<file path="src/rtl/borrow_skip_subtractor_seq_if.sv">
// Handshake and operand/result bundle for the sequential borrow-skip subtractor.
// The master side feeds operands and consumes results.
// The slave side is the subtractor itself.
interface borrow_skip_subtractor_seq_if #(
    parameter int WIDTH = 16,
    parameter int BLOCK = 4
);
    localparam int NBLK = WIDTH / BLOCK;
    localparam int CW   = $clog2(NBLK + 1);

    logic             in_valid;
    logic             in_ready;
    logic [WIDTH-1:0] a;
    logic [WIDTH-1:0] b;
    logic             bin;
    logic             out_valid;
    logic             out_ready;
    logic [WIDTH-1:0] diff;
    logic             bout;
    logic             ovf;
    logic [CW-1:0]    skip_cnt;

    modport master (
        output in_valid, a, b, bin, out_ready,
        input  in_ready, out_valid, diff, bout, ovf, skip_cnt
    );

    modport slave (
        input  in_valid, a, b, bin, out_ready,
        output in_ready, out_valid, diff, bout, ovf, skip_cnt
    );
endinterface

</file>
<file path="src/rtl/borrow_skip_subtractor_seq.sv">
// Sequential subtractor: diff = a - b - bin, one BLOCK-bit slice per clock,
// least-significant slice first.
// A slice whose bits all match (a == b) has a propagate term of 1. Its borrow-out
// is then taken straight from its borrow-in through the skip mux, and the slice
// is counted in skip_cnt.
module borrow_skip_subtractor_seq #(
    parameter int WIDTH = 16,
    parameter int BLOCK = 4
) (
    input  logic                          clk,
    input  logic                          rst_n,
    borrow_skip_subtractor_seq_if.slave   bus
);
    localparam int NBLK = WIDTH / BLOCK;
    localparam int CW   = $clog2(NBLK + 1);
    localparam int IW   = (NBLK > 1) ? $clog2(NBLK) : 1;

    // A width that is not a whole number of slices cannot be processed.
    generate
        if ((BLOCK < 1) || ((WIDTH % BLOCK) != 0)) begin : g_cfg_err
            $error("borrow_skip_subtractor_seq: WIDTH must be a multiple of BLOCK");
        end
    endgenerate

    typedef enum logic [1:0] {IDLE, RUN, DONE} state_t;

    state_t           state_reg;
    state_t           state_next;
    logic [WIDTH-1:0] a_reg;
    logic [WIDTH-1:0] b_reg;
    logic             br_reg;
    logic [IW-1:0]    idx_reg;
    logic [CW-1:0]    skip_reg;
    logic [WIDTH-1:0] diff_reg;
    logic             bout_reg;
    logic             ovf_reg;

    logic             accept;
    logic             running;
    logic             last_slice;
    logic [BLOCK-1:0] a_blk [NBLK];
    logic [BLOCK-1:0] b_blk [NBLK];
    logic [BLOCK-1:0] a_s;
    logic [BLOCK-1:0] b_s;
    logic [BLOCK-1:0] d_s;
    logic [BLOCK:0]   br_chain;
    logic             p_s;
    logic             blk_bout;

    assign accept     = (state_reg == IDLE) && bus.in_valid;
    assign running    = (state_reg == RUN);
    assign last_slice = (idx_reg == IW'(NBLK - 1));

    // Split the latched operands into slices; the current slice is picked by index.
    generate
        for (genvar gi = 0; gi < NBLK; gi++) begin : g_split
            assign a_blk[gi] = a_reg[gi*BLOCK +: BLOCK];
            assign b_blk[gi] = b_reg[gi*BLOCK +: BLOCK];
        end
    endgenerate

    assign a_s = a_blk[idx_reg];
    assign b_s = b_blk[idx_reg];

    // Per-bit ripple borrow through the active slice.
    assign br_chain[0] = br_reg;
    generate
        for (genvar gi = 0; gi < BLOCK; gi++) begin : g_bit
            assign d_s[gi]          = a_s[gi] ^ b_s[gi] ^ br_chain[gi];
            assign br_chain[gi + 1] = (~a_s[gi] & b_s[gi])
                                    | (~(a_s[gi] ^ b_s[gi]) & br_chain[gi]);
        end
    endgenerate

    // Skip mux: a fully-propagating slice passes its incoming borrow straight on.
    assign p_s      = &(~(a_s ^ b_s));
    assign blk_bout = p_s ? br_reg : br_chain[BLOCK];

    // State register.
    always_ff @(posedge clk or negedge rst_n) begin
        if (!rst_n) begin
            state_reg <= IDLE;
        end else begin
            state_reg <= state_next;
        end
    end

    // Next-state and handshake outputs.
    always_comb begin
        state_next    = state_reg;
        bus.in_ready  = 1'b0;
        bus.out_valid = 1'b0;
        case (state_reg)
            IDLE: begin
                bus.in_ready = 1'b1;
                if (bus.in_valid) begin
                    state_next = RUN;
                end
            end
            RUN: begin
                if (last_slice) begin
                    state_next = DONE;
                end
            end
            DONE: begin
                bus.out_valid = 1'b1;
                if (bus.out_ready) begin
                    state_next = IDLE;
                end
            end
            default: state_next = IDLE;
        endcase
    end

    // Operand latch, running borrow, slice index, skip counter and final flags.
    always_ff @(posedge clk or negedge rst_n) begin
        if (!rst_n) begin
            a_reg    <= '0;
            b_reg    <= '0;
            br_reg   <= 1'b0;
            idx_reg  <= '0;
            skip_reg <= '0;
            bout_reg <= 1'b0;
            ovf_reg  <= 1'b0;
        end else if (accept) begin
            a_reg    <= bus.a;
            b_reg    <= bus.b;
            br_reg   <= bus.bin;
            idx_reg  <= '0;
            skip_reg <= '0;
            bout_reg <= 1'b0;
            ovf_reg  <= 1'b0;
        end else if (running) begin
            br_reg   <= blk_bout;
            idx_reg  <= idx_reg + 1'b1;
            skip_reg <= skip_reg + CW'(p_s);
            if (last_slice) begin
                bout_reg <= blk_bout;
                ovf_reg  <= br_chain[BLOCK-1] ^ blk_bout;
            end
        end
    end

    // Each slice of the result register is written only while its slice is active.
    generate
        for (genvar gi = 0; gi < NBLK; gi++) begin : g_diff
            always_ff @(posedge clk or negedge rst_n) begin
                if (!rst_n) begin
                    diff_reg[gi*BLOCK +: BLOCK] <= '0;
                end else if (accept) begin
                    diff_reg[gi*BLOCK +: BLOCK] <= '0;
                end else if (running && (idx_reg == IW'(gi))) begin
                    diff_reg[gi*BLOCK +: BLOCK] <= d_s;
                end
            end
        end
    endgenerate

    assign bus.diff     = diff_reg;
    assign bus.bout     = bout_reg;
    assign bus.ovf      = ovf_reg;
    assign bus.skip_cnt = skip_reg;

endmodule
</file>
<file path="src/flat_wrapper.sv">
// flat-port wrapper written by rule: the top's interface ports become plain ports
module borrow_skip_subtractor_seq_flat 
#(
    parameter int WIDTH = 16,
    parameter int BLOCK = 4
)
  (clk, rst_n, bus_in_valid, bus_a, bus_b, bus_bin, bus_out_ready, bus_in_ready, bus_out_valid, bus_diff, bus_bout, bus_ovf, bus_skip_cnt);
  borrow_skip_subtractor_seq_if #(.WIDTH(WIDTH), .BLOCK(BLOCK)) bus_i ();
  input  logic clk;
  input  logic rst_n;
  input wire logic [$bits(bus_i.in_valid)-1:0] bus_in_valid;
  input wire logic [$bits(bus_i.a)-1:0] bus_a;
  input wire logic [$bits(bus_i.b)-1:0] bus_b;
  input wire logic [$bits(bus_i.bin)-1:0] bus_bin;
  input wire logic [$bits(bus_i.out_ready)-1:0] bus_out_ready;
  output wire logic [$bits(bus_i.in_ready)-1:0] bus_in_ready;
  output wire logic [$bits(bus_i.out_valid)-1:0] bus_out_valid;
  output wire logic [$bits(bus_i.diff)-1:0] bus_diff;
  output wire logic [$bits(bus_i.bout)-1:0] bus_bout;
  output wire logic [$bits(bus_i.ovf)-1:0] bus_ovf;
  output wire logic [$bits(bus_i.skip_cnt)-1:0] bus_skip_cnt;
  assign bus_i.in_valid = bus_in_valid;
  assign bus_i.a = bus_a;
  assign bus_i.b = bus_b;
  assign bus_i.bin = bus_bin;
  assign bus_i.out_ready = bus_out_ready;
  assign bus_in_ready = bus_i.in_ready;
  assign bus_out_valid = bus_i.out_valid;
  assign bus_diff = bus_i.diff;
  assign bus_bout = bus_i.bout;
  assign bus_ovf = bus_i.ovf;
  assign bus_skip_cnt = bus_i.skip_cnt;
  borrow_skip_subtractor_seq #(.WIDTH(WIDTH), .BLOCK(BLOCK)) u_core (.clk(clk), .rst_n(rst_n), .bus(bus_i));
endmodule
</file>
<file path="config.mk">
export PLATFORM = sky130hd
export DESIGN_NAME = borrow_skip_subtractor_seq_flat
export DESIGN_NICKNAME = d
export VERILOG_FILES = /design/src/rtl/borrow_skip_subtractor_seq_if.sv /design/src/rtl/borrow_skip_subtractor_seq.sv /design/src/flat_wrapper.sv
export SDC_FILE = /design/constraint.sdc
export NUM_CORES = 1
export LEC_CHECK = 0
export CORE_ASPECT_RATIO = 1.2
export CORE_MARGIN = 2
export CORE_UTILIZATION = 40
export DETAILED_ROUTE_END_ITERATION = 8
export GPL_TIMING_DRIVEN = 0
export PLACE_DENSITY_LB_ADDON = 0.25
export SYNTH_ARGS = -nofsm -noshare
export SYNTH_HDL_FRONTEND = slang
export SYNTH_SLANG_ARGS = --single-unit
</file>
<file path="constraint.sdc">
create_clock -name clk -period 5.6 [get_ports clk]
set_clock_uncertainty 0.1 [all_clocks]
set_input_delay 1.12 -clock clk [delete_from_list [all_inputs] [get_ports clk]]
set_output_delay 1.12 -clock clk [all_outputs]
set_load 0.005 [all_outputs]
</file>
=== Yosys cells after proc, flatten, opt, wreduce, memory -nomap -nowiden ===
Cells that the tools add are included.
Widths: inputs -> output; s select.

* $add $sub $neg: 2
* $lt $le $gt $ge: 1
* Equality and inequality tests: 8
* Mux-type cells: 33
* Bitwise logic cells: 32
* Reductions and logical operators: 16

{| class="wikitable"
|+ Operators by type and width
! cell !! number
|-
| $mux 4 || 12
|-
| $bmux 4 s2 || 2
|-
| $reduce_bool 2->1 || 6
|-
| $mux 1 || 11
|-
| $mux 2 || 5
|-
| $xor 1x1->1 || 9
|-
| $and 1x1->1 || 8
|-
| $not 1->1 || 8
|-
| $eq 2x2->1 const B || 3
|-
| $mux 3 || 2
|-
| $ne 2x2->1 const B || 3
|-
| $pmux 2 s3 || 1
|-
| $logic_and 1x1->1 || 5
|-
| $eq 2x1->1 const B || 2
|-
| $logic_not 2->1 || 2
|-
| $not 4->4 || 1
|-
| $or 1x1->1 || 4
|-
| $reduce_and 4->1 || 1
|-
| $xor 4x4->4 || 1
|-
| $add 3x1->3 || 1
|-
| $ge 3x3->1 const B || 1
|-
| $not 2->3 || 1
|-
| $reduce_and 3->1 || 1
|-
| $add 2x1->2 const B || 1
|-
| $reduce_and 2->1 || 1
|}

* Bits in registers: 58
* Bits of input ports: 37
* Output and inout bits: 23

=== Longest topological paths before layout ===
Gate-level depths: netlist of the first run.

* Depth after elaboration: 19
* Depth in mapped cells: 11

=== Worst setup path after synthesis of the first run ===
Ideal clock, no wire load.

* Kind: register to register
* From: register u_core.idx_reg[0]
* To: register u_core.diff_reg[7], in the netlist u_core.bus.diff[7]
* Data arrival time: 3.236 ns
* Required time: 5.379 ns
* Path slack: 2.143 ns
* Cell stages (with the launch flop): 12
* Path through: dfrtp_1 -> buf_2 -> mux4_2 -> inv_1 -> fa_1 -> inv_1 -> fa_1 -> fa_1 -> fa_1 -> nor2b_1 -> mux2_2 -> a22o_1

* Word-level cells in the longest chain between the ends: 15
* Elaborated cells between the ends (all ways): 32

{| class="wikitable"
|+ Ends and longest elaborated chain
! element !! RTL line !! RTL
|-
| start, declared || borrow_skip_subtractor_seq.sv:32 || <nowiki>logic [IW-1:0] idx_reg;</nowiki>
|-
| start signal, assigned || borrow_skip_subtractor_seq.sv:135 || <nowiki>idx_reg <= idx_reg + 1'b1;</nowiki>
|-
| $not 2->3 (not written as such) || borrow_skip_subtractor_seq.sv:62, borrow_skip_subtractor_seq.sv:63 ||
|-
| $bmux 4 s2 (on tied branches) || borrow_skip_subtractor_seq.sv:62, borrow_skip_subtractor_seq.sv:63 ||
|-
| $mux 4 (on tied branches) (2 in series) || borrow_skip_subtractor_seq.sv:62, borrow_skip_subtractor_seq.sv:63 ||
|-
| $xor 1x1->1 || borrow_skip_subtractor_seq.sv:71 || <nowiki>| (~(a_s[gi] ^ b_s[gi]) & br_chain[gi]);</nowiki>
|-
| $not 1->1 || borrow_skip_subtractor_seq.sv:71 ||
|-
| $and 1x1->1 || borrow_skip_subtractor_seq.sv:71 ||
|-
| $or 1x1->1 || borrow_skip_subtractor_seq.sv:71 ||
|-
| $and 1x1->1 || borrow_skip_subtractor_seq.sv:71 ||
|-
| $or 1x1->1 || borrow_skip_subtractor_seq.sv:71 ||
|-
| $and 1x1->1 || borrow_skip_subtractor_seq.sv:71 ||
|-
| $or 1x1->1 || borrow_skip_subtractor_seq.sv:71 ||
|-
| $xor 1x1->1 || borrow_skip_subtractor_seq.sv:69 || <nowiki>assign d_s[gi] = a_s[gi] ^ b_s[gi] ^ br_chain[gi];</nowiki>
|-
| $mux 4 || borrow_skip_subtractor_seq.sv:152 || <nowiki>end else if (running && (idx_reg == IW'(gi))) begin</nowiki>
|-
| $mux 4 || borrow_skip_subtractor_seq.sv:150 || <nowiki>end else if (accept) begin</nowiki>
|-
| end signal, assigned by index || borrow_skip_subtractor_seq.sv:153 || <nowiki>diff_reg[gi*BLOCK +: BLOCK] <= d_s;</nowiki>
|-
| end, declared || borrow_skip_subtractor_seq.sv:34 || <nowiki>logic [WIDTH-1:0] diff_reg;</nowiki>
|}

Parallel ways exist; a longest one is shown, timed or not. The select of a mux whose other input is x is not followed.
A chain may end at the register's enable or synchronous reset.

=== Final worst setup path of the first run ===
* From: register u_core.idx_reg[1]
* To: register u_core.diff_reg[11], in the netlist u_core.bus.diff[11]

The elaborated chain is that of the path after synthesis.

==> metrics.md, run 1 <==
| Metric | Value |
|---|---|
| Startpoint of the lowest-slack register-to-register path | u_core.idx_reg[1]$_DFFE_PN0P_ |
| Number of cells produced by synthesis | 212 |
| Initial antenna violation count | 0 |
| Per-cell routed wire length | 15.4 um |
| Mean post-synth cell area | 13.4 sq um |
| Number of placed I/O pins | 60 |
| Setup Fix Bufs, Post-CTS | 0 |
| Met2 layer wire length in the routed design | slightly below 3000 um |
| Total power per unit cell area | ~650 mW/mm^2 |
| DIE WIDTH | approximately 81 um |
| Total global routing overflow | 0 |
| Endpoint arrival time on the critical path | ~3.9 ns |
| HPWL after detailed placement | roughly 4300 um |
| Layout net count | between 300 and 400 |
| Fmax achieved | 261 MHz |
| Total core area | between 0.006 and 0.007 sq mm |
| Final-report max-slew violation count | 0 |
| Flop-to-flop setup slack | ~1.8 ns |
| Total CTS buffers | 9 |
| Via count | approximately 1900 |
| Die H | approximately 96 um |
| Synth Area in XOR/XNOR | less than 1% |
| Clock insertion delay at the later pin of the skew report | 0.33 ns |
| Global-route wire length before repair | 9740 um |
| Setup total negative slack | 0 ns |
| Share of post-route cells with drive strength above 1 | 22.6% |
| Cell-by-cell listing of the critical path | clkbuf_1, mux4_2, inv_1, fa_1, inv_1, fa_1, fa_1, fa_1, nor2b_1, mux2_2, a22o_1 |
| Row Count | 33 |
| Starting density of the core | about two fifths |
| WS Path Type | reg2reg |
| Type of the most critical hold path | reg2reg |
| Share of the cycle needed by the critical path after routing | about two thirds |
| FF-to-FF path depth | 11 |
| Clock-pin slew of the registers on the worst-case setup and hold paths | around 0.070 ns |
| GRT Util Overall | 17.1% |
| Outcome | finished clean |
| Post-synthesis mux area share | between 20% and 30% |
| Tightest Pin Transition | between 0.7 and 0.8 ns |
| Area Overhead vs Synth | 31.5% |
| Fillers | between 600 and 700 |
| Post-synthesis compound-gate area fraction | under 10% |
| Highest net fanout along the worst path | 10 |
| Avg Vias per Cell | around 5 |
| Kind of start point of the critical path | flop |
| Setup repair after global routing missed its margin | no |
| Distinct cell type count of the synthesized netlist | 27 |
| Worst hold slack | slightly below 0.4 ns |
| Most common cell type on the critical path | fa_1 |
| Vias in the first global route | between 1500 and 2000 |
| Number of violations of the max-capacitance limit | 0 |
| Critical path startpoint | u_core.idx_reg[1]$_DFFE_PN0P_ |
| Clk Tree Root Cell | clkbuf_8 |
| Critical R2R Capture | u_core.bus.diff[11]$_DFFE_PN0P_ |
| Design area | about 0.0037 sq mm |
| Total power | approximately 2.5 mW |
| End-of-flow core utilization | 54.7% |
| Simple-gate share of the synthesized area | under 10% |
| Number of register bits inferred by synthesis | between 50 and 60 |
| Warnings, synthesis | 0 |
| Capturing instance or port of the critical path | u_core.bus.diff[11]$_DFFE_PN0P_ |
| TritonCTS sink count | between 50 and 60 |
| H-Tree Depth | 3 |
| First-pass detailed-route iteration total | 4 |
| CP max-delay cell | clkbuf_1 |
| CTS Buffer Depth | 2 |
| Worst slew margin | between 40 and 50% |
| Setup violation total in the final timing report | 0 |
| Post-synthesis instance area | 0.00285 sq mm |
| Endpoint type of the worst setup path | flop |
| Leak | roughly 1.7 nW |
| DIE AREA | roughly 0.0078 sq mm |
| Worst path max stage delay | around 0.53 ns |
| Detailed-route wire length on metal 1 | approximately 2500 um |
| Total inserted antenna cells | 0 |
| Largest net degree at the start of global routing | 34 |
| Number of routed nets with antenna violations | 0 |
| Minimum clock period after layout | around 3.8 ns |
| Final count of hold timing violations | 0 |
| Inst Count DP | between 300 and 400 |
| Max VDD drop | ~0.26 mV |
| Number of gates given a new drive strength after cts | 0 |
| Cts-stage hold buffer count | 0 |
| Post-synthesis adder-cell area fraction | a little over 7% |
| Count of input and output buffers | 59 |
| Clock tree from TritonCTS | built |
| Number of remaining DRC errors | 0 |
| Data required time at the worst endpoint | between 5 and 6 ns |
| DRC marker count from the first detailed-route iteration | 90 |
| Wire length on met3 | 271 um |
| Net count after synthesis | around 260 |
| Commonest non-fill, non-tap cells in the layout | clkdlybuf4s50_1 (58), dfrtp_1 (58), mux2_2 (29) |
| Combinational family with the most area after synthesis | multiplexers |
| RePlAce Congestion | between 0.7 and 0.8 |
| Sequential-to-total area share from yosys stat | about half |
| Final setup slack of the worst path | 1.77 ns |
| Placed Instance Area | approximately 0.0036 sq mm |
| Cell Count, Final, Fillers Out | between 300 and 400 |
| Minimum setup slack after placement | about 1.8 ns |
| Routed wire length | 5760 um |
| Uppermost layer routed | met4 |
==> cell type report <==
| type | count | area (sq um) | area share [%] |
|---|---|---|---|
| sequential | 58 | 1450 | 38.7 |
| multi-input combinational | 123 | 1230 | 32.9 |
| timing repair buffer | 60 | 606 | 16.2 |
| clock buffer | 14 | 173 | 4.61 |
| tap | 87 | 109 | 2.91 |
| buffer | 12 | 93.8 | 2.51 |
| inverter | 19 | 71.3 | 1.90 |
| clock inverter | 2 | 10.0 | 0.267 |
==> synthesized netlist by cell type, drive strengths merged <==
cell	instances	area share, %
nand2b	1	0.22
mux2i	1	0.35
mux2	37	15
clkbuf	3	0.40
nand3b	2	0.53
nand3	4	0.70
and2	1	0.31
a221o	1	0.35
o21bai	1	0.40
mux4	8	6.3
nand4	1	0.22
a22o	22	6.8
nor2	6	1.1
nor3	1	0.18
nand2	7	0.92
inv	19	2.5
buf	9	2.9
nor2b	4	0.88
dfrtp	58	51
fa	4	2.8
a21oi	6	1.1
xor2	1	0.31
ha	10	4.4
o21ai	5	0.88
==> report_power, final <==
part	total [mW]	leakage [nW]	internal, mW	switching, mW
Clock	0.357	0.0965	0.196	0.162
Sequential	0.723	0.715	0.618	0.105
Combinational	1.37	0.862	0.732	0.641
Total	2.45	1.67	1.55	0.907
==> per-layer routing <==
metal | vias to the layer above | track usage [%]
met3 | 9 | 4.93
met2 | 54 | 28.5
met5 | - | 0
li1 | 887 | -
met1 | 931 | 20.6
met4 | 0 | 7.77
==> worst max-delay path: cells and delay by family, from the launching register on <==
kind,cells,cell delay [ns]
buf+inv,3,0.71
flops,1,0.38
mux,2,0.66
simple gates,1,0.17
compound gates,1,0.17
fa+ha+maj,4,1.50
==> kinds of logic after synthesis <==
| group | after synthesis |
|---|---|
| buf+inv | 31 |
| fa+ha+maj | 14 |
| flops | 58 |
| compound gates | 35 |
| simple gates | 27 |
| xor+xnor | 1 |
| mux | 46 |
==> worst min path at each step <==
| stage | start | to | slack, ns | cells past startpoint |
|---|---|---|---|---|
| finish | u_core.b_reg[12]$_DFFE_PN0P_ | u_core.b_reg[12]$_DFFE_PN0P_ | 0.38 | 1 |
| global placement | u_core.b_reg[5]$_DFFE_PN0P_ | u_core.b_reg[5]$_DFFE_PN0P_ | 0.36 | 1 |
| global route | u_core.b_reg[15]$_DFFE_PN0P_ | u_core.b_reg[15]$_DFFE_PN0P_ | 0.41 | 1 |
| detailed placement | u_core.b_reg[12]$_DFFE_PN0P_ | u_core.b_reg[12]$_DFFE_PN0P_ | 0.38 | 1 |
| floorplan | u_core.a_reg[10]$_DFFE_PN0P_ | u_core.a_reg[10]$_DFFE_PN0P_ | 0.35 | 1 |
| CTS | u_core.b_reg[12]$_DFFE_PN0P_ | u_core.b_reg[12]$_DFFE_PN0P_ | 0.39 | 1 |
No activity file was read; power rests on OpenSTA's default activity.
==> run 2, diff against run 1 <==
==> constraint.sdc (replaced) <==
create_clock -name clk -period 3.6 [get_ports clk]
set_clock_uncertainty 0.1 [all_clocks]
set_input_delay 0.72 -clock clk [delete_from_list [all_inputs] [get_ports clk]]
set_output_delay 0.72 -clock clk [all_outputs]
set_load 0.005 [all_outputs]
==> run 2 against run 1 <==
Against the previous run:
- clock-buffer cell count unchanged
- via count up 1.0%
- total power up 60%
- cell area up 0.90%
- critical path depth unchanged
- combinational power up 64%
- critical endpoint unchanged
==> metrics.md, run 2 (same netlist as run 1, synthesis figures left out) <==
| Metric | Value |
|---|---|
| Kind of start point of the critical path | flop |
| Avg Vias per Cell | 5.04 |
| Minimum clock period after layout | around 3.5 ns |
| Layout net count | 336 |
| Number of remaining DRC errors | 0 |
| Highest net fanout along the worst path | 10 |
| Final setup slack of the worst path | ~0.15 ns |
| Total core area | between 0.006 and 0.007 sq mm |
| First-pass detailed-route iteration total | 4 |
| Final count of hold timing violations | 0 |
| Proportion of power drawn by the clock network | 14.2% |
| CTS Buffer Depth | 2 |
| Number of placed I/O pins | 60 |
| Switching portion of total power | 36.6% |
| Fillers | approximately 640 |
| Cell Int Power | between 2 and 2.5 mW |
| Max VDD drop | 0.412 mV |
| Via count | between 1500 and 2000 |
| DIE WIDTH | slightly above 80 um |
| NetSw | 1.44 mW |
| Clock-pin slew of the registers on the worst-case setup and hold paths | approximately 0.07 ns |
| Commonest non-fill, non-tap cells in the layout | clkdlybuf4s50_1 (58), dfrtp_1 (58), mux2_2 (29) |
| Total CTS buffers | 9 |
| Number of violations of the max-capacitance limit | 0 |
| DRC marker count from the first detailed-route iteration | 78 |
| HPWL after detailed placement | ~4300 um |
| Share of power burned in combinational logic | between 50% and 60% |
| Setup repair after global routing missed its margin | no |
| Data required time at the worst endpoint | roughly 3.7 ns |
| Combined area of the multi-input logic cells | roughly 0.0012 sq mm |
| Fmax achieved | ~290 MHz |
| Endpoint type of the worst setup path | flop |
| Final-report max-slew violation count | 0 |
| Tightest Pin Transition | 0.768 ns |
| Per-cell routed wire length | ~15 um |
| Row Count | 33 |
| RePlAce Congestion | a little under 0.8 |
| Sequential power share | between 20% and 30% |
| Leak | around 1.7 nW |
| Clock insertion delay at the later pin of the skew report | 0.33 ns |
| Outcome | finished clean |
| Total inserted antenna cells | 0 |
| Area Overhead vs Synth | 32.7% |
| WS Path Type | reg2reg |
| Count of input and output buffers | 59 |
| Area used by sequential logic in the layout | between 0.001 and 0.0015 sq mm |
| Number of routed nets with antenna violations | 0 |
| Type of the most critical hold path | in2async |
| Worst hold slack | roughly 0.36 ns |
| Clock tree from TritonCTS | built |
| Endpoint arrival time on the critical path | between 3 and 4 ns |
| Largest net degree at the start of global routing | 34 |
| Total global routing overflow | 0 |
| Setup violation total in the final timing report | 0 |
| H-Tree Depth | 3 |
| Die H | 96.5 um |
| Clk Tree Root Cell | clkbuf_8 |
| DIE AREA | roughly 0.0078 sq mm |
| Initial antenna violation count | 0 |
| GRT Util Overall | 17.2% |
| Worst slew margin | roughly 49% |
| Total power per unit cell area | 1040 mW/mm^2 |
| Global-route wire length before repair | between 9000 and 10000 um |
| End-of-flow core utilization | a little under three fifths |
| Minimum setup slack after placement | -0.202 ns |
| Starting density of the core | roughly two fifths |
| Share of the cycle needed by the critical path after routing | between 90% and 100% |
| Routed wire length | just under 6000 um |
| Share of post-route cells with drive strength above 1 | 24.1% |
| TritonCTS sink count | 58 |
| Vias in the first global route | 2000 |
-- run 2: cell count changes in the layout (fill, tap and decap cells not counted) --
| cell | before | now |
|---|---|---|
| inv_2 | 0 | 1 |
| buf_12 | 1 | 2 |
| fa_2 | 0 | 1 |
| fa_1 | 4 | 3 |
| buf_4 | 0 | 2 |
| buf_2 | 4 | 3 |
| clkbuf_1 | 5 | 4 |
| inv_1 | 19 | 18 |
| clkbuf_2 | 0 | 1 |
-- run 2: timing repair --
| item | in CTS | in global routing |
|---|---|---|
| resized for setup | 5 | 2 |
| cloned | 0 | 0 |
| hold buffers | 0 | 0 |
| endpoints found under the setup margin | 3 | 2 |
| pin swaps | 1 | 0 |
| buffers inserted | 1 | 1 |
-- run 2: layout make-up --
| cell class | instances | share of cell area [%] |
|---|---|---|
| Clock inverter | 2 | 0.265 |
| Sequential cell | 58 | 38.4 |
| Tap cell | 87 | 2.88 |
| Buffer | 12 | 2.91 |
| Clock buffer | 14 | 4.57 |
| Multi-Input combinational cell | 123 | 32.7 |
| Timing Repair Buffer | 62 | 16.4 |
| Inverter | 19 | 1.89 |
-- run 2: stage by stage --
| stage | cell area, sq um | setup TNS (ns) | cells | power (mW) |
|---|---|---|---|---|
| 2_1_floorplan | 2850 | 0 | 212 | 2.63 |
| 3_3_place_gp | 3550 | -7.96 | 358 | 3.21 |
| 3_5_place_dp | 3560 | -0.410 | 359 | 3.29 |
| 4_1_cts | 3770 | 0 | 376 | 3.96 |
| 5_1_grt | 3780 | 0 | 377 | 4.28 |
| 6_report | 3780 | 0 | 377 | 3.93 |
-- run 2: critical path, cell delays in order, from the launching register on --
cell	delay, ns
dfrtp_1	0.38
clkbuf_2	0.31
mux4_2	0.36
inv_2	0.09
fa_1	0.16
inv_1	0.05
fa_1	0.38
fa_2	0.38
fa_1	0.52
nor2b_1	0.16
mux2_2	0.26
a22o_1	0.17
-- run 2: path summary, 6_finish.rpt --
check                                              start  slack, ns  depth (start not counted)                                  to
max                        u_core.idx_reg[1]$_DFFE_PN0P_       0.15                         11     u_core.bus.diff[11]$_DFFE_PN0P_
min                                                rst_n       0.36                          1  u_core.bus.skip_cnt[2]$_DFFE_PN0P_
max reg2reg                u_core.idx_reg[1]$_DFFE_PN0P_       0.15                         11     u_core.bus.diff[11]$_DFFE_PN0P_
min reg2reg                 u_core.b_reg[12]$_DFFE_PN0P_       0.38                          1        u_core.b_reg[12]$_DFFE_PN0P_
max in group asynchronous                          rst_n       2.44                          2         u_core.b_reg[0]$_DFFE_PN0P_
min in group clk            u_core.b_reg[12]$_DFFE_PN0P_       0.38                          1        u_core.b_reg[12]$_DFFE_PN0P_
-- run 2: power groups by stage --
stage | Clock, mW | Sequential (mW) | Combinational [mW]
2_1_floorplan | 0 | 1.10 | 1.53
3_3_place_gp | 0 | 1.13 | 2.08
3_5_place_dp | 0 | 1.14 | 2.15
4_1_cts | 0.567 | 1.13 | 2.26
5_1_grt | 0.608 | 1.16 | 2.50
6_report | 0.556 | 1.13 | 2.24
-- run 2: routing by layer --
metal / track usage (%) / routed length, um
met1: 20.6 / 2470
met2: 28.7 / 2920
met3: 4.93 / 281
met4: 7.77 / 135
met5: 0 / 0
==> run 3, diff against run 2 <==
--- a/config.mk
+++ b/config.mk
@@ -6,7 +6,6 @@
 export NUM_CORES = 1
 export LEC_CHECK = 0
 export CORE_ASPECT_RATIO = 1.2
-export CORE_MARGIN = 2
 export CORE_UTILIZATION = 40
 export DETAILED_ROUTE_END_ITERATION = 8
 export GPL_TIMING_DRIVEN = 0
==> run 3 against run 2 <==
Against the previous run:
- sequential share of layout area grew 0.051 points
- highest routed layer unchanged
- global-route usage increased by 0.95 points
- first-iteration DRC count is 15% higher
- routed wire length is 1.3% higher
- clock power shrank 0.7%
- combinational power about the same
- non-clock buffer count did not move
- fmax fell by 1.1%
- largest cell class unchanged
- cell count is the same
- die area is 4.5% lower
- worst hold slack worse by 0.096 ns
- sequential cell count is the same
==> metrics.md, run 3 (same netlist as run 1, synthesis figures left out) <==
| Metric | Value |
|---|---|
| Outcome | finished clean |
| Total core area | roughly 0.007 sq mm |
| Die H | approximately 94 um |
| Setup repair after global routing missed its margin | no |
| Tightest Pin Transition | around 0.55 ns |
| Layout net count | between 300 and 400 |
| Worst slew margin | a little over three fifths |
| Avg Vias per Cell | between 5 and 6 |
| Most common cell type on the critical path | fa_1 |
| Worst Path Buf+Inv | 3 |
| Final count of hold timing violations | 0 |
| Clock-pin slew of the registers on the worst-case setup and hold paths | approximately 0.060 ns |
| CTS Buffer Depth | 2 |
| Vias in the first global route | between 2000 and 2500 |
| First-pass detailed-route iteration total | 4 |
| Clock insertion delay at the later pin of the skew report | around 0.34 ns |
| Initial antenna violation count | 0 |
| Number of placed I/O pins | 60 |
| Highest net fanout along the worst path | 9 |
| DRC marker count from the first detailed-route iteration | 90 |
| Starting density of the core | between 40% and 50% |
| Via count | around 1900 |
| Routing usage on met3 | 3.86% |
| Area Overhead vs Synth | 32.5% |
| RePlAce Congestion | between 0.7 and 0.8 |
| Cell-by-cell listing of the critical path | buf_8, mux4_2, inv_2, fa_1, inv_1, fa_1, fa_2, fa_1, nor2b_1, mux2_2, a22o_1 |
| Minimum setup slack after placement | -0.247 ns |
| Max VDD drop | roughly 0.47 mV |
| Inst Count DP | 359 |
| Design area | 0.00377 sq mm |
| Cts-stage hold buffer count | 0 |
| Number of remaining DRC errors | 0 |
| Family with the most delay on the worst path | adder cells |
| GRT met2 Usage | 30.5% |
| Minimum clock period after layout | around 3.5 ns |
| Endpoint arrival time on the critical path | between 3 and 4 ns |
| HPWL after detailed placement | approximately 4400 um |
| Commonest non-fill, non-tap cells in the layout | clkdlybuf4s50_1 (58), dfrtp_1 (58), mux2_2 (29) |
| Final-report max-slew violation count | 0 |
| Total CTS buffers | 9 |
| H-Tree Depth | 3 |
| Leak | roughly 1.7 nW |
| Number of routed nets with antenna violations | 0 |
| Total global routing overflow | 0 |
| TritonCTS sink count | 58 |
| Placed Instance Area | about 0.0036 sq mm |
| Total power | 3.94 mW |
| GRT busiest layer | met2 |
| WS Path Type | reg2reg |
| Data required time at the worst endpoint | around 3.7 ns |
| Routed wire length | approximately 5900 um |
| DIE WIDTH | 79.0 um |
| Worst path max stage delay | about 0.52 ns |
| CP max-delay cell | mux4_2 |
| Per-cell routed wire length | ~16 um |
| Setup violation total in the final timing report | 0 |
| Met1 demand-to-capacity share in global routing | between 20% and 30% |
| Fmax achieved | ~290 MHz |
| Clock tree from TritonCTS | built |
| DIE AREA | between 0.007 and 0.008 sq mm |
| Total inserted antenna cells | 0 |
| Number of violations of the max-capacitance limit | 0 |
| Row Count | 33 |
| Count of input and output buffers | between 50 and 60 |
| Share of post-route cells with drive strength above 1 | 24.1% |
| Kind of start point of the critical path | flop |
| Endpoint type of the worst setup path | flop |
| Type of the most critical hold path | in2async |
| Final setup slack of the worst path | approximately 0.11 ns |
| Clk Tree Root Cell | clkbuf_8 |
| Share of the cycle needed by the critical path after routing | 96.9% |
| End-of-flow core utilization | 55.1% |
| Total power per unit cell area | between 1000 and 1500 mW/mm^2 |
| GRT Util Overall | between 15 and 20% |
| Global-route wire length before repair | 10000 um |
| Largest net degree at the start of global routing | 37 |
| Cell Count, Final, Fillers Out | between 300 and 400 |
-- run 3: power breakdown --
group / total (mW) / internal [mW] / switching, mW
Clock: 0.552 / 0.304 / 0.248
Sequential: 1.13 / 0.962 / 0.169
Combinational: 2.26 / 1.22 / 1.04
Total: 3.94 / 2.48 / 1.46
-- run 3: per-stage QoR --
step                      hold WS, ns  TNS, ns
after floorplan                 0.324        0
after global placement          0.364    -8.60
after detailed placement        0.377   -0.561
after CTS                       0.275        0
after global routing            0.304        0
final                           0.265        0
-- run 3: final timing paths --
kind / from / end / slack, ns / cells past startpoint
worst max-delay path: u_core.idx_reg[0]$_DFFE_PN0P_ / u_core.bus.diff[11]$_DFFE_PN0P_ / 0.11 / 11
worst min-delay path: rst_n / u_core.bus.diff[7]$_DFFE_PN0P_ / 0.26 / 1
worst max register to register: u_core.idx_reg[0]$_DFFE_PN0P_ / u_core.bus.diff[11]$_DFFE_PN0P_ / 0.11 / 11
worst min register to register: u_core.b_reg[12]$_DFFE_PN0P_ / u_core.b_reg[12]$_DFFE_PN0P_ / 0.38 / 1
max in group asynchronous: rst_n / u_core.b_reg[10]$_DFFE_PN0P_ / 2.55 / 2
min in group clk: u_core.b_reg[12]$_DFFE_PN0P_ / u_core.b_reg[12]$_DFFE_PN0P_ / 0.38 / 1
-- run 3: what timing repair did --
item | CTS | global route
endpoints found under the setup margin | 3 | 4
pin swaps | 1 | 1
resized for setup | 5 | 2
setup buffers | 1 | 1
-- run 3: layout make-up --
| cell class | count | area [sq um] |
|---|---|---|
| plain buffers | 12 | 105 |
| inverters | 19 | 71.3 |
| clock inverters | 2 | 10.0 |
| repair buffers | 62 | 621 |
| flip-flops and latches | 58 | 1450 |
| clock buffers | 14 | 173 |
| multi-input cells | 123 | 1230 |
| well taps | 87 | 109 |
| fillers | 622 | 3080 |
-- run 3: layer usage --
metal	vias to the layer above	part of all wire [%]
li1	897	-
met1	972	42
met2	48	52
met3	11	3.9
met4	0	2.4
met5	-	0
